File: config.mk
export PLATFORM = sky130hd
export DESIGN_NAME = page_mapper
export DESIGN_NICKNAME = d
export VERILOG_FILES = /design/src/rtl/page_mapper_pkg.sv /design/src/rtl/page_mapper.sv
export SDC_FILE = /design/constraint.sdc
export NUM_CORES = 1
export LEC_CHECK = 0
export CORE_AREA = 4 4 53 55
export CTS_BUF_LIST = sky130_fd_sc_hd__clkbuf_16
export CTS_CLUSTER_DIAMETER = 80
export DETAILED_ROUTE_END_ITERATION = 10
export DIE_AREA = 0 0 57 59
export PLACE_DENSITY = 0.83
export SYNTH_ARGS = -nofsm -noshare
export SYNTH_HDL_FRONTEND = slang
export SYNTH_SLANG_ARGS = --single-unit
export TNS_END_PERCENT = 5
File: constraint.sdc
create_clock -name clk_sys -period 1.89 [get_ports clk_sys]
set_input_delay 0.189 -clock clk_sys [delete_from_list [all_inputs] [get_ports clk_sys]]
set_output_delay 0.189 -clock clk_sys [all_outputs]
set_load 0.1 [all_outputs]
File: src/rtl/page_mapper_pkg.sv
// rtl/page_mapper_pkg.sv - page port command codes and default bank assignments
package page_mapper_pkg;

    localparam logic [2:0] PAGE_CMD_RAM     = 3'd0;
    localparam logic [2:0] PAGE_CMD_DISK    = 3'd1;
    localparam logic [2:0] PAGE_CMD_ROM     = 3'd2;
    localparam logic [2:0] PAGE_CMD_ROM_ALT = 3'd3;
    localparam logic [2:0] PAGE_CMD_WIDX    = 3'd4;
    localparam logic [2:0] PAGE_CMD_BANK    = 3'd5;
    localparam logic [2:0] PAGE_CMD_WP      = 3'd6;
    localparam logic [2:0] PAGE_CMD_NOP     = 3'd7;

    localparam int ROM_PAGE_DEF = 1;
    localparam int PAGE_OFS_DEF = 2;

endpackage

File: src/rtl/page_mapper.sv
// rtl/page_mapper.sv - windowed bank mapper with legacy page port, readback and ROM auto-exit
module page_mapper
    import page_mapper_pkg::*;
#(
    parameter int PAGE_BITS = 4,
    parameter int WINDOWS   = 1,
    parameter int ADDR_W    = 25,
    parameter int ROM_PAGE  = ROM_PAGE_DEF,
    parameter int PAGE_OFS  = PAGE_OFS_DEF
) (
    input  logic                 clk_sys,
    input  logic                 reset,
    input  logic [15:0]          cpu_addr,
    input  logic [7:0]           cpu_dout,
    input  logic                 cpu_wr_n,
    input  logic                 cpu_rd,
    input  logic                 port_sel,
    input  logic                 exit_en,
    input  logic                 bypass,
    input  logic                 load_page0,
    output logic [7:0]           dout,
    output logic [ADDR_W-1:0]    ram_addr,
    output logic [PAGE_BITS-1:0] cur_bank,
    output logic                 romp,
    output logic                 we_ok
);

    localparam int WIN_W = (WINDOWS > 1) ? $clog2(WINDOWS) : 1;
    localparam logic [PAGE_BITS-1:0] ROM_BANK = PAGE_BITS'(ROM_PAGE);

    logic [PAGE_BITS-1:0] bank [WINDOWS];
    logic [WINDOWS-1:0]   wp;
    logic [WIN_W-1:0]     widx;
    logic                 old_wr;

    logic [WIN_W-1:0]     win;
    logic [WIN_W-1:0]     sel;
    logic [PAGE_BITS-1:0] disk_bank;
    logic                 wr_event;
    logic                 auto_exit;

    // A single window means every access and every widx lands on bank 0
    assign win = (WINDOWS == 1) ? '0 : cpu_addr[15 -: WIN_W];
    assign sel = (WINDOWS == 1) ? '0 : widx;

    assign disk_bank = PAGE_BITS'(PAGE_OFS + int'(cpu_dout[PAGE_BITS-1:0]));
    assign wr_event  = old_wr & ~cpu_wr_n & port_sel;
    assign auto_exit = exit_en & cpu_addr[15] & (cpu_rd | ~cpu_wr_n) & ~port_sel;

    always_ff @(posedge clk_sys) begin
        if (reset) begin
            for (int i = 0; i < WINDOWS; i++) bank[i] <= ROM_BANK;
            wp     <= '0;
            widx   <= '0;
            old_wr <= 1'b1;
        end else if (load_page0) begin
            for (int i = 0; i < WINDOWS; i++) bank[i] <= '0;
            wp     <= '0;
            old_wr <= 1'b1;
        end else begin
            old_wr <= cpu_wr_n;
            if (wr_event) begin
                case (cpu_addr[2:0])
                    PAGE_CMD_RAM:
                        for (int i = 0; i < WINDOWS; i++) bank[i] <= '0;
                    PAGE_CMD_DISK:
                        for (int i = 0; i < WINDOWS; i++) bank[i] <= disk_bank;
                    PAGE_CMD_ROM, PAGE_CMD_ROM_ALT:
                        for (int i = 0; i < WINDOWS; i++) bank[i] <= ROM_BANK;
                    PAGE_CMD_WIDX: widx      <= cpu_dout[WIN_W-1:0];
                    PAGE_CMD_BANK: bank[sel] <= cpu_dout[PAGE_BITS-1:0];
                    PAGE_CMD_WP:   wp        <= cpu_dout[WINDOWS-1:0];
                    default: ;
                endcase
            end else if (auto_exit) begin
                for (int i = 0; i < WINDOWS; i++) bank[i] <= '0;
            end
        end
    end

    always_comb begin
        dout = 8'hFF;
        case (cpu_addr[2:0])
            PAGE_CMD_WIDX: dout = 8'(widx);
            PAGE_CMD_BANK: dout = 8'(bank[sel]);
            PAGE_CMD_WP:   dout = 8'(wp);
            default:       dout = 8'hFF;
        endcase
    end

    assign cur_bank = bank[win];
    assign romp     = (cur_bank == ROM_BANK);
    assign ram_addr = bypass ? ADDR_W'(cpu_addr) : ADDR_W'({cur_bank, cpu_addr});
    assign we_ok    = ~cpu_wr_n & ~wp[win] & ~romp & ~port_sel;

endmodule

After elaboration in Yosys (flattened, before gate mapping):

Memories as Yosys holds them, arrays and structs flattened.
Index checks and enable logic that the tools add are counted.

* add/sub/neg operators: 1
* eq/ne operators: 7
* muxes and demuxes: 44
* bitwise operators: 14
* reductions and logical operators: 11

Operators by type and width (number)
* 1-bit two-way mux: 36
* 4-bit two-way mux: 6
* 8-bit one-hot mux with 3 select lines: 1
* 4-bit OR reduction: 6
* 20-bit two-way mux: 1
* 3-bit equality test (second input constant): 3
* 1-bit bitwise AND: 8
* 3-bit by 2-bit equality test with 1-bit output (second input constant): 2
* 1-bit NOT: 5
* 2-bit by 4-bit adder with 4-bit output (first input constant): 1
* 4-bit by 1-bit equality test with 1-bit output (second input constant): 1
* 2-bit OR reduction: 2
* 3-bit by 1-bit equality test with 1-bit output (second input constant): 1
* 3-bit logical NOT: 1
* 3-bit AND reduction: 1
* 2-bit AND reduction: 1
* 1-bit OR: 1

* bits in registers: 3
* memory bits (writable): 4
* input bits: 32
* output and inout bits: 39
* word-level logic and storage cells: 81
* memories kept: 1

Memory list
* bank: depth 1, width 4, read ports 1, clocked after Yosys merged registers in 0, wr ports 1, line page_mapper.sv:31 `logic [PAGE_BITS-1:0] bank [WINDOWS];`

Logic depth before layout (Yosys ltp):

Gate-level depths: netlist (run 1).

* depth in word-level cells: 13
* depth in mapped cells: 4
* depth with buffers taken out: 4

Worst setup path before layout (run 1):

Ideal clock, no wire load.

* path kind: reg2out
* start point: memory bank[0][0]
* end point: output port we_ok
* arrival: 6.367 ns
* data required time: 1.701 ns
* path slack: -4.666 ns
* stages on the path, launching flop included: 3
* buffers on the path: 0
* cell sequence: edfxtp_1 > nor4b_1 > nor4_1

* longest elaborated chain between the ends: 5

Ends and longest elaborated chain
* from (decl): line page_mapper.sv:31
* memory 1 x 4 bit
* 4-bit by 1-bit equality test with 1-bit output: line page_mapper.sv:92 `assign romp = (cur_bank == ROM_BANK);`
* via romp: line page_mapper.sv:24 `output logic romp,`
* 1-bit NOT: line page_mapper.sv:94 `assign we_ok = ~cpu_wr_n & ~wp[win] & ~romp & ~port_sel;`
* 1-bit bitwise AND (2 in series): line page_mapper.sv:94
* to (decl): line page_mapper.sv:25 `output logic we_ok`

The timed path passes the listed nets, and every way through them passes these cells.

Final worst setup path (run 1):

* start point: input port cpu_addr[1]
* end point: output port dout[0]

* longest elaborated chain between the ends: 2
* elaborated cells between the ends (all ways): 4
* classes of those cells: eq/ne (3); mux (1)

Ends and longest elaborated chain
* from (decl): line page_mapper.sv:13 `input logic [15:0] cpu_addr,`
* 3-bit equality test: line page_mapper.sv:83 `case (cpu_addr[2:0])`
* 8-bit one-hot mux with 3 select lines *: line page_mapper.sv:83
* to (decl): line page_mapper.sv:21 `output logic [7:0] dout,`

Mark *: on every way between the ends. The rest lies on a longest branch, timed or not.

==> run metrics, run 1 <==
Cells after Synth=85; commonest cells in the synthesized netlist=25 x buf_4, 8 x nand2_1, 5 x nor2_1, 5 x nor2b_1, 4 x edfxtp_1; Placed Cells=roughly 130; Core Footprint=approximately 2400 um2; WS Path Type=in2out; Layout Cells excl Fill=~140; Lkg Pwr=0.544 nW; Yosys top cell by area=buf_4; initial antenna violation count=0; Mapped Area=between 700 and 800 um2; Pwr Density=between 800 and 900 nW/um2; WL final=1990 um; Clock Path Buffers=2; DR iter-0 viols=22; final worst slack=about 0.20 ns; status=completed; Max Cap Violations=0; count leader, synth=buf_4; Starting Density=0.306; worst skew pair latency=~0.24 ns; Ys Warns=0; Global Route Usage Sum=0.119; Clock Sinks=7; dpl ws=about 0.11 ns; vias in the first global route=657; depth of the CTS H-tree=1; CP Data Arrival Time=1.50 ns; total CTS buffers=3; Post-CTS Setup Repair Bufs=0; post-synth top area share=0.257; Distinct cells, synth=32; Top FF cell, synth=edfxtp_1; share of layout cells above drive strength 1=0.333; CTS tree=done; synth top area cells=buf_4 26%, edfxtp_1 16%, dfxtp_1 8.2%; PostCTS Resize Cnt=0; Req. time, crit path=1.70 ns; total power=around 1 mW; critical path startpoint category=input port; DR pass1 iterations=4; area of the die=3360 um2; Routed Antenna Nets=0; setup violators final=0; Setup crit end kind=output port; Worst Hold Class=in2out; Root Driver=clkbuf_16; FP Rows=18; pin count of the biggest net entering global routing=12; residual DRC count=0; Die Wd=between 50 and 60 um; DR vias/cell=approximately 4.8; Period Utilization, post-route=0.896; estimated wirelength of the detail-placed design=approximately 1600 um; Overflow after GRT=0; share of flip-flops with an asynchronous set or reset=0; final hold slack=0.378 ns; Seq/Total Area, Yosys=0.247; die span in y=59 um; Total Neg Setup Slack=0 ns; total number of vias=about 660; IO Pins=between 70 and 80; Fmax achieved=0.591 GHz; cts hold-fix bufs=0; Nets=142; RSZ-0062 raised after global routing=false; area grow syn2layout=73.4%; syn avg cell area=around 8.6 um2; WL/cell=14.4 um; Hold Fails Final Rpt=0; fillers=approximately 220; EDFF count, synth=4; number of synthesized register bits=7; Final min period=approximately 1.7 ns; gpl congestion=0.759; pins over their slew limit=0; ANT cells=0; peak supply drop=slightly below 0.5 mV; port bufs=37; first-pass GRT wire length=just under 3000 um; Setup Skew=about 0.0043 ns; Worst Path Max Fanout=3
## cell usage in the layout, fill, tap and decap left out, drive strengths merged
cell / instances
buf: 27
clkdlybuf4s50: 15
nand2: 8
nor2b: 5
nor2: 5
conb: 5
edfxtp: 4
o21ai: 3
nand2b: 3
and3b: 3
nand3: 3
clkbuf: 3
dfxtp: 3
mux2i: 2
mux2: 1
o22ai: 1
nand3b: 1
a21o: 1
nor4b: 1
nor4: 1
and4bb: 1
a221oi: 1
a211o: 1
xor2: 1
a21bo: 1
a21boi: 1
nand4bb: 1
o41ai: 1
a21oi: 1
xnor2: 1
or3: 1
ha: 1
inv: 1
## flip-flops by register name, summed over array words and instances, names as in the netlist
| register | count |
|---|---|
| old_wr | 1 |
| widx | 1 |
| wp | 1 |
| bank | 4 |
## routing by layer
layer,share of wire,global-route usage,up-vias,routed length (um)
met5,0,0,-,0
met4,0.034,0.0894,0,68
met3,0.11,0.0610,7,219
met2,0.51,0.215,36,1020
met1,0.34,0.0975,298,680
li1,-,-,315,-
## cells by family after synthesis
group,count (synthesis),synth area share
buf+inv,27,0.280
flops,7,0.247
compound gates,11,0.115
fa+ha+maj,1,0.0171
xor+xnor,2,0.0240
simple gates,33,0.269
mux,3,0.0429
other cells,1,0.00514
## per-stage QoR
step / instance area (um2) / utilization
6_report: 1260 / 0.530
2_1_floorplan: 774 / -
4_1_cts: 1260 / 0.530
3_3_place_gp: 1190 / 0.497
5_1_grt: 1260 / 0.530
3_5_place_dp: 1190 / 0.497
## where the power goes
part,internal [mW],switching [mW]
sequential,0.169,0.00715
combinational,0.158,0.329
clock,0.275,0.0851
total,0.602,0.421
## worst max-delay path: stages
cell and delay (ns):
clkdlybuf4s50_1 0.51, mux2_2 0.34, o22ai_1 0.14, nand2_1 0.11, buf_12 0.21
## cell type report
type / count / area [um2] / area share
clock inverter: 1 / 3.75 / 0.00297
multi-input combinational: 55 / 390 / 0.309
tap: 30 / 37.5 / 0.0297
timing repair buffer: 42 / 578 / 0.457
clock buffer: 3 / 75.1 / 0.0593
sequential: 7 / 180 / 0.142
## worst paths after layout
check | from | to | slack [ns] | cells past startpoint
worst min-delay path | cpu_addr[14] | ram_addr[14] | 0.38 | 0
worst min register to register | widx | widx | 0.52 | 2
worst max register to register | old_wr | bank[0][0] | 0.66 | 3
worst max-delay path | cpu_addr[1] | dout[0] | 0.20 | 5
(Power assumes the default switching activity.)
==> run 2: changes to the inputs <==
GPL_TIMING_DRIVEN = 0   (was not set)
==> run metrics, run 2 (synthesized netlist as in run 1, its figures left out) <==
Overflow after GRT=0 (unchanged); Global Route Usage Sum=0.120 (was 0.119); Root Driver=clkbuf_16 (unchanged); WL/cell=11.6 um (was 14.4 um); Max Cap Violations=0 (unchanged); status=completed (unchanged); Clock Sinks=7 (unchanged); pins over their slew limit=0 (unchanged); Setup crit end kind=output port (unchanged); area grow syn2layout=83.2% (was 73.4%); IO Pins=71 (unchanged); slowest CP cell=clkdlybuf4s15_1 (was clkdlybuf4s50_1); Clock transition at path regs=approximately 0.030 ns; Worst Tran Pin Value=0.975 ns; Req. time, crit path=1.70 ns (about the same); pin count of the biggest net entering global routing=11 (was 12); slowest stage delay, CP=0.83 ns (was 0.51 ns); RSZ-0062 raised after global routing=false (unchanged); vias in the first global route=722 (was 657); total CTS buffers=3 (unchanged); residual DRC count=0 (unchanged); dpl ws=-0.546 ns (was 0.108 ns); Worst Path Max Fanout=4 (was 3); DR pass1 iterations=4 (unchanged); CP Data Arrival Time=1.62 ns (was 1.50 ns); Final Core Density=0.560 (was 0.530); Worst Hold Class=in2reg (was in2out); critical-path cell list=nor2b_1 -> clkdlybuf4s15_1 (was clkdlybuf4s50_1 -> mux2_2 -> o22ai_1 -> nand2_1 -> buf_12); Pwr Density=818 nW/um2 (was 809 nW/um2); DR vias/cell=4.36 (was 4.75); estimated wirelength of the detail-placed design=1710 um (was 1650 um); DR WL met3=246 um (was 219 um); fillers=212 (was 223); flip-flop count of the largest register after layout=4 (unchanged); port bufs=47 (was 37); Post-CTS Setup Repair Bufs=0 (unchanged); gpl congestion=0.893 (was 0.759); initial antenna violation count=0 (unchanged); largest reg by FF count=bank (unchanged); Starting Density=0.306 (unchanged); ANT cells=0 (unchanged); die span in y=59 um (unchanged); Max-slew headroom=0.348; peak supply drop=0.494 mV (was 0.481 mV); WS Path Type=reg2out (was in2out); final worst slack=0.0783 ns (was 0.197 ns); WL final=1970 um (was 1990 um); Core Footprint=2390 um2 (unchanged); most common cell after layout, fill and taps aside=buf_4 (was buf_12); FP Rows=18 (unchanged); commonest non-fill, non-tap cells in the layout=30 x buf_4, 27 x clkdlybuf4s50_1, 8 x nand2_1, 6 x clkdlybuf4s15_2 (was 18 x buf_12, 15 x clkdlybuf4s50_1, 9 x buf_4, 8 x nand2_1); Setup Skew=0.00100 ns (was 0.00427 ns); Routed Antenna Nets=0 (unchanged); worst skew pair latency=0.23 ns (was 0.24 ns); Clock Path Buffers=2 (unchanged); Hold Fails Final Rpt=0 (unchanged); Final min period=1.81 ns (was 1.69 ns); met2 WL=959 um (was 1020 um); total number of vias=741 (was 656); CTS tree=done (unchanged); first-pass GRT wire length=3090 um (was 2970 um); Die Wd=57 um (unchanged); DR iter-0 viols=6 (was 22); Period Utilization, post-route=0.959 (was 0.896); area of the die=3360 um2 (unchanged); Met1 Wirelength=709 um (was 680 um); Lkg Pwr=0.614 nW (was 0.544 nW); setup violators final=0 (unchanged); Nets=174 (was 142); critical path startpoint category=flip-flop (was input port); Fmax achieved=0.552 GHz (was 0.591 GHz); share of layout cells above drive strength 1=0.357 (was 0.333); depth of the CTS H-tree=1 (unchanged); Top Metal Used=met4 (unchanged)
==> run 2: where the power goes <==
group / total (mW) / internal [mW] / switching (mW)
clock: 0.353 / 0.275 / 0.0781
combinational: 0.564 / 0.143 / 0.421
sequential: 0.176 / 0.169 / 0.00681
==> run 2: per-layer routing <==
| layer | global-route usage | vias to the layer above |
|---|---|---|
| li1 | - | 375 |
| met1 | 0.116 | 317 |
| met2 | 0.210 | 44 |
| met3 | 0.0545 | 5 |
| met4 | 0.0695 | 0 |
| met5 | 0 | - |
==> run 2: cell type report <==
type                    instances  area, um2  area share
clock inverters                 1       3.75     0.00281
multi-input cells              55        390       0.292
repair buffers                 47        445       0.333
flip-flops and latches          7        180       0.135
well taps                      30       37.5      0.0281
clock buffers                   3       75.1      0.0562
plain buffers                  27        204       0.153
==> run 2: through the flow <==
stage               cell area [um2]  total power [mW]  TNS (ns)  hold slack [ns]  std cells
finish                         1340              1.09         0            0.329        170
global route                   1340              1.13         0            0.373        170
CTS                            1350              1.10         0            0.333        170
detailed placement             1280             0.757     -5.70            0.484        166
global placement               1280             0.751     -5.41            0.452        166
floorplan                       774             0.631     -4.75            0.258         89
==> run 2: worst paths after layout <==
path | startpoint | to | slack, ns | cells past startpoint
worst min register to register | widx | widx | 0.49 | 2
worst min-delay path | cpu_addr[1] | widx | 0.33 | 3
worst max-delay path | bank[0][1] | ram_addr[17] | 0.08 | 2
worst max register to register | old_wr | bank[0][0] | 0.69 | 3
==> run 2: repair_timing <==
action	4_1_cts	5_1_grt
resized for setup	38	8
pin swaps	0	0
setup endpoints to repair	20	5
hold buffers	0	0
==> run 2: worst max-delay path: cells and delay by family (launching register included) <==
family        cells  cell delay (ns)
flops             1             0.41
buf+inv           1             0.83
simple gates      1             0.15
==> run 3: changes to the inputs <==
CELL_PAD_IN_SITES_DETAIL_PLACEMENT = 2   (was not set)
CELL_PAD_IN_SITES_GLOBAL_PLACEMENT = 2   (was not set)
CORE_AREA = 4 4 75 77   (was 4 4 53 55)
DIE_AREA = 0 0 79 81   (was 0 0 57 59)
PLACE_DENSITY = not set   (was 0.83)
PLACE_DENSITY_LB_ADDON = 0.1   (was not set)
==> run metrics, run 3 (synthesized netlist as in run 1, its figures left out) <==
gpl congestion=0.671 (was 0.893); area of the die=6400 um2 (was 3360 um2); Core Footprint=5010 um2 (was 2390 um2); Hold Fails Final Rpt=0 (unchanged); Worst Hold Class=in2reg (unchanged); Lkg Pwr=0.616 nW (was 0.614 nW); Placed Cells=206 (was 166); RSZ-0062 raised after global routing=true (was false); first-pass GRT wire length=4080 um (was 3090 um); slowest stage delay, CP=0.86 ns (was 0.83 ns); total number of vias=772 (was 741); Setup Skew=0.00237 ns (was 0.00100 ns); DR iter-0 viols=4 (was 6); DR pass1 iterations=4 (unchanged); worst skew pair latency=0.23 ns (about the same); Max-slew headroom=0.348 (about the same); grt met3 use=0.0155 (was 0.0545); Req. time, crit path=1.70 ns (about the same); Final Cell Area=1390 um2 (was 1340 um2); Pwr Density=797 nW/um2 (was 818 nW/um2); Placement Cell Area=1330 um2 (was 1280 um2); largest reg by FF count=bank (unchanged); Clock Path Buffers=2 (unchanged); Layout Cells excl Fill=210 (was 170); pins over their slew limit=0 (unchanged); CTS tree=done (unchanged); Root Driver=clkbuf_16 (unchanged); slowest CP cell=dlygate4sd2_1 (was clkdlybuf4s15_1); Starting Density=0.146 (was 0.306); Global Route Usage Sum=0.0812 (was 0.120); WL final=2600 um (was 1970 um); final worst slack=0.0454 ns (was 0.0783 ns); Post-CTS Setup Repair Bufs=0 (unchanged); initial antenna violation count=0 (unchanged); Nets=174 (unchanged); peak supply drop=0.217 mV (was 0.494 mV); DR vias/cell=3.68 (was 4.36); critical-path cell list=clkdlybuf4s50_1 -> nor2b_1 -> dlygate4sd2_1 (was nor2b_1 -> clkdlybuf4s15_1); ANT cells=0 (unchanged); WS Path Type=in2out (was reg2out); Routed Antenna Nets=0 (unchanged); Setup crit end kind=output port (unchanged); die span in y=81 um (was 59 um); CP delay by family, top=buffers and inverters (unchanged); Clock transition at path regs=0.04 ns (was 0.03 ns); WL/cell=12.4 um (was 11.6 um); Final min period=1.84 ns (was 1.81 ns); met1 Track Usage GR=0.0843 (was 0.116); Overflow after GRT=0 (unchanged); commonest non-fill, non-tap cells in the layout=30 x buf_4, 27 x clkdlybuf4s50_1, 8 x nand2_1, 6 x clkdlybuf4s15_2 (unchanged); Max Cap Violations=0 (unchanged); Worst Tran Pin Value=0.976 ns (was 0.975 ns); Die Wd=79 um (was 57 um); Total Neg Setup Slack=0 ns (unchanged); vias in the first global route=831 (was 722); fillers=610 (was 212); FP Rows=26 (was 18); total CTS buffers=3 (unchanged); status=completed (unchanged); IO Pins=71 (unchanged); dpl ws=-0.596 ns (was -0.546 ns); residual DRC count=0 (unchanged); area grow syn2layout=89.9% (was 83.2%); busiest grt layer=met2 (unchanged); Fmax achieved=0.542 GHz (was 0.552 GHz); port bufs=47 (unchanged); setup violators final=0 (unchanged); depth of the CTS H-tree=1 (unchanged); most common cell after layout, fill and taps aside=buf_4 (unchanged); share of layout cells above drive strength 1=0.357 (unchanged); flip-flop count of the largest register after layout=4 (unchanged); critical path startpoint category=input port (was flip-flop); sequential cell area=180 um2 (unchanged); CP Data Arrival Time=1.66 ns (was 1.62 ns); pin count of the biggest net entering global routing=11 (unchanged); Worst Path Max Fanout=4 (unchanged); met2 usage=0.155 (was 0.210); footprint of the multi-input gates=390 um2 (unchanged); final hold slack=0.322 ns (was 0.329 ns); Period Utilization, post-route=0.976 (was 0.959); CP Buf/Inv Count=2 (was 1); estimated wirelength of the detail-placed design=2270 um (was 1710 um); Clock Sinks=7 (unchanged)
==> run 3: path summary, 6_finish.rpt <==
kind         cells past startpoint        start  slack (ns)      endpoint
max                              3       bypass        0.05  ram_addr[16]
min                              3  cpu_addr[1]        0.32          widx
max reg2reg                      3       old_wr        0.70    bank[0][0]
min reg2reg                      2         widx        0.48          widx
==> run 3: worst min-delay path, delay by kind of cell <==
| kind | cells | cell delay, ns |
|---|---|---|
| compound gates | 2 | 0.21 |
| buf+inv | 1 | 0.11 |
==> run 3: layer usage <==
| metal | wire (um) | share of wire |
|---|---|---|
| met3 | 172 | 0.066 |
| met2 | 1390 | 0.53 |
| met5 | 0 | 0 |
| met1 | 996 | 0.38 |
| met4 | 45 | 0.017 |
==> run 3: final cells by class <==
type | count | share of cell area
plain buffers | 27 | 0.147
well taps | 70 | 0.0632
repair buffers | 47 | 0.321
multi-input cells | 55 | 0.282
clock inverters | 1 | 0.00271
clock buffers | 3 | 0.0542
flip-flops and latches | 7 | 0.130
==> run 3: repair_timing <==
item	CTS	global route
hold buffers	0	0
resized for setup	47	4
setup endpoints to repair	20	4
==> run 3: per-stage QoR <==
stage | power [mW] | util
3_5_place_dp | 0.766 | 0.266
2_1_floorplan | 0.631 | -
4_1_cts | 1.11 | 0.278
3_3_place_gp | 0.761 | 0.266
5_1_grt | 1.14 | 0.276
6_report | 1.10 | 0.276
==> run 3: report_power, final <==
group	switching (mW)	internal, mW
sequential	0.00762	0.169
combinational	0.426	0.143
clock	0.0834	0.275
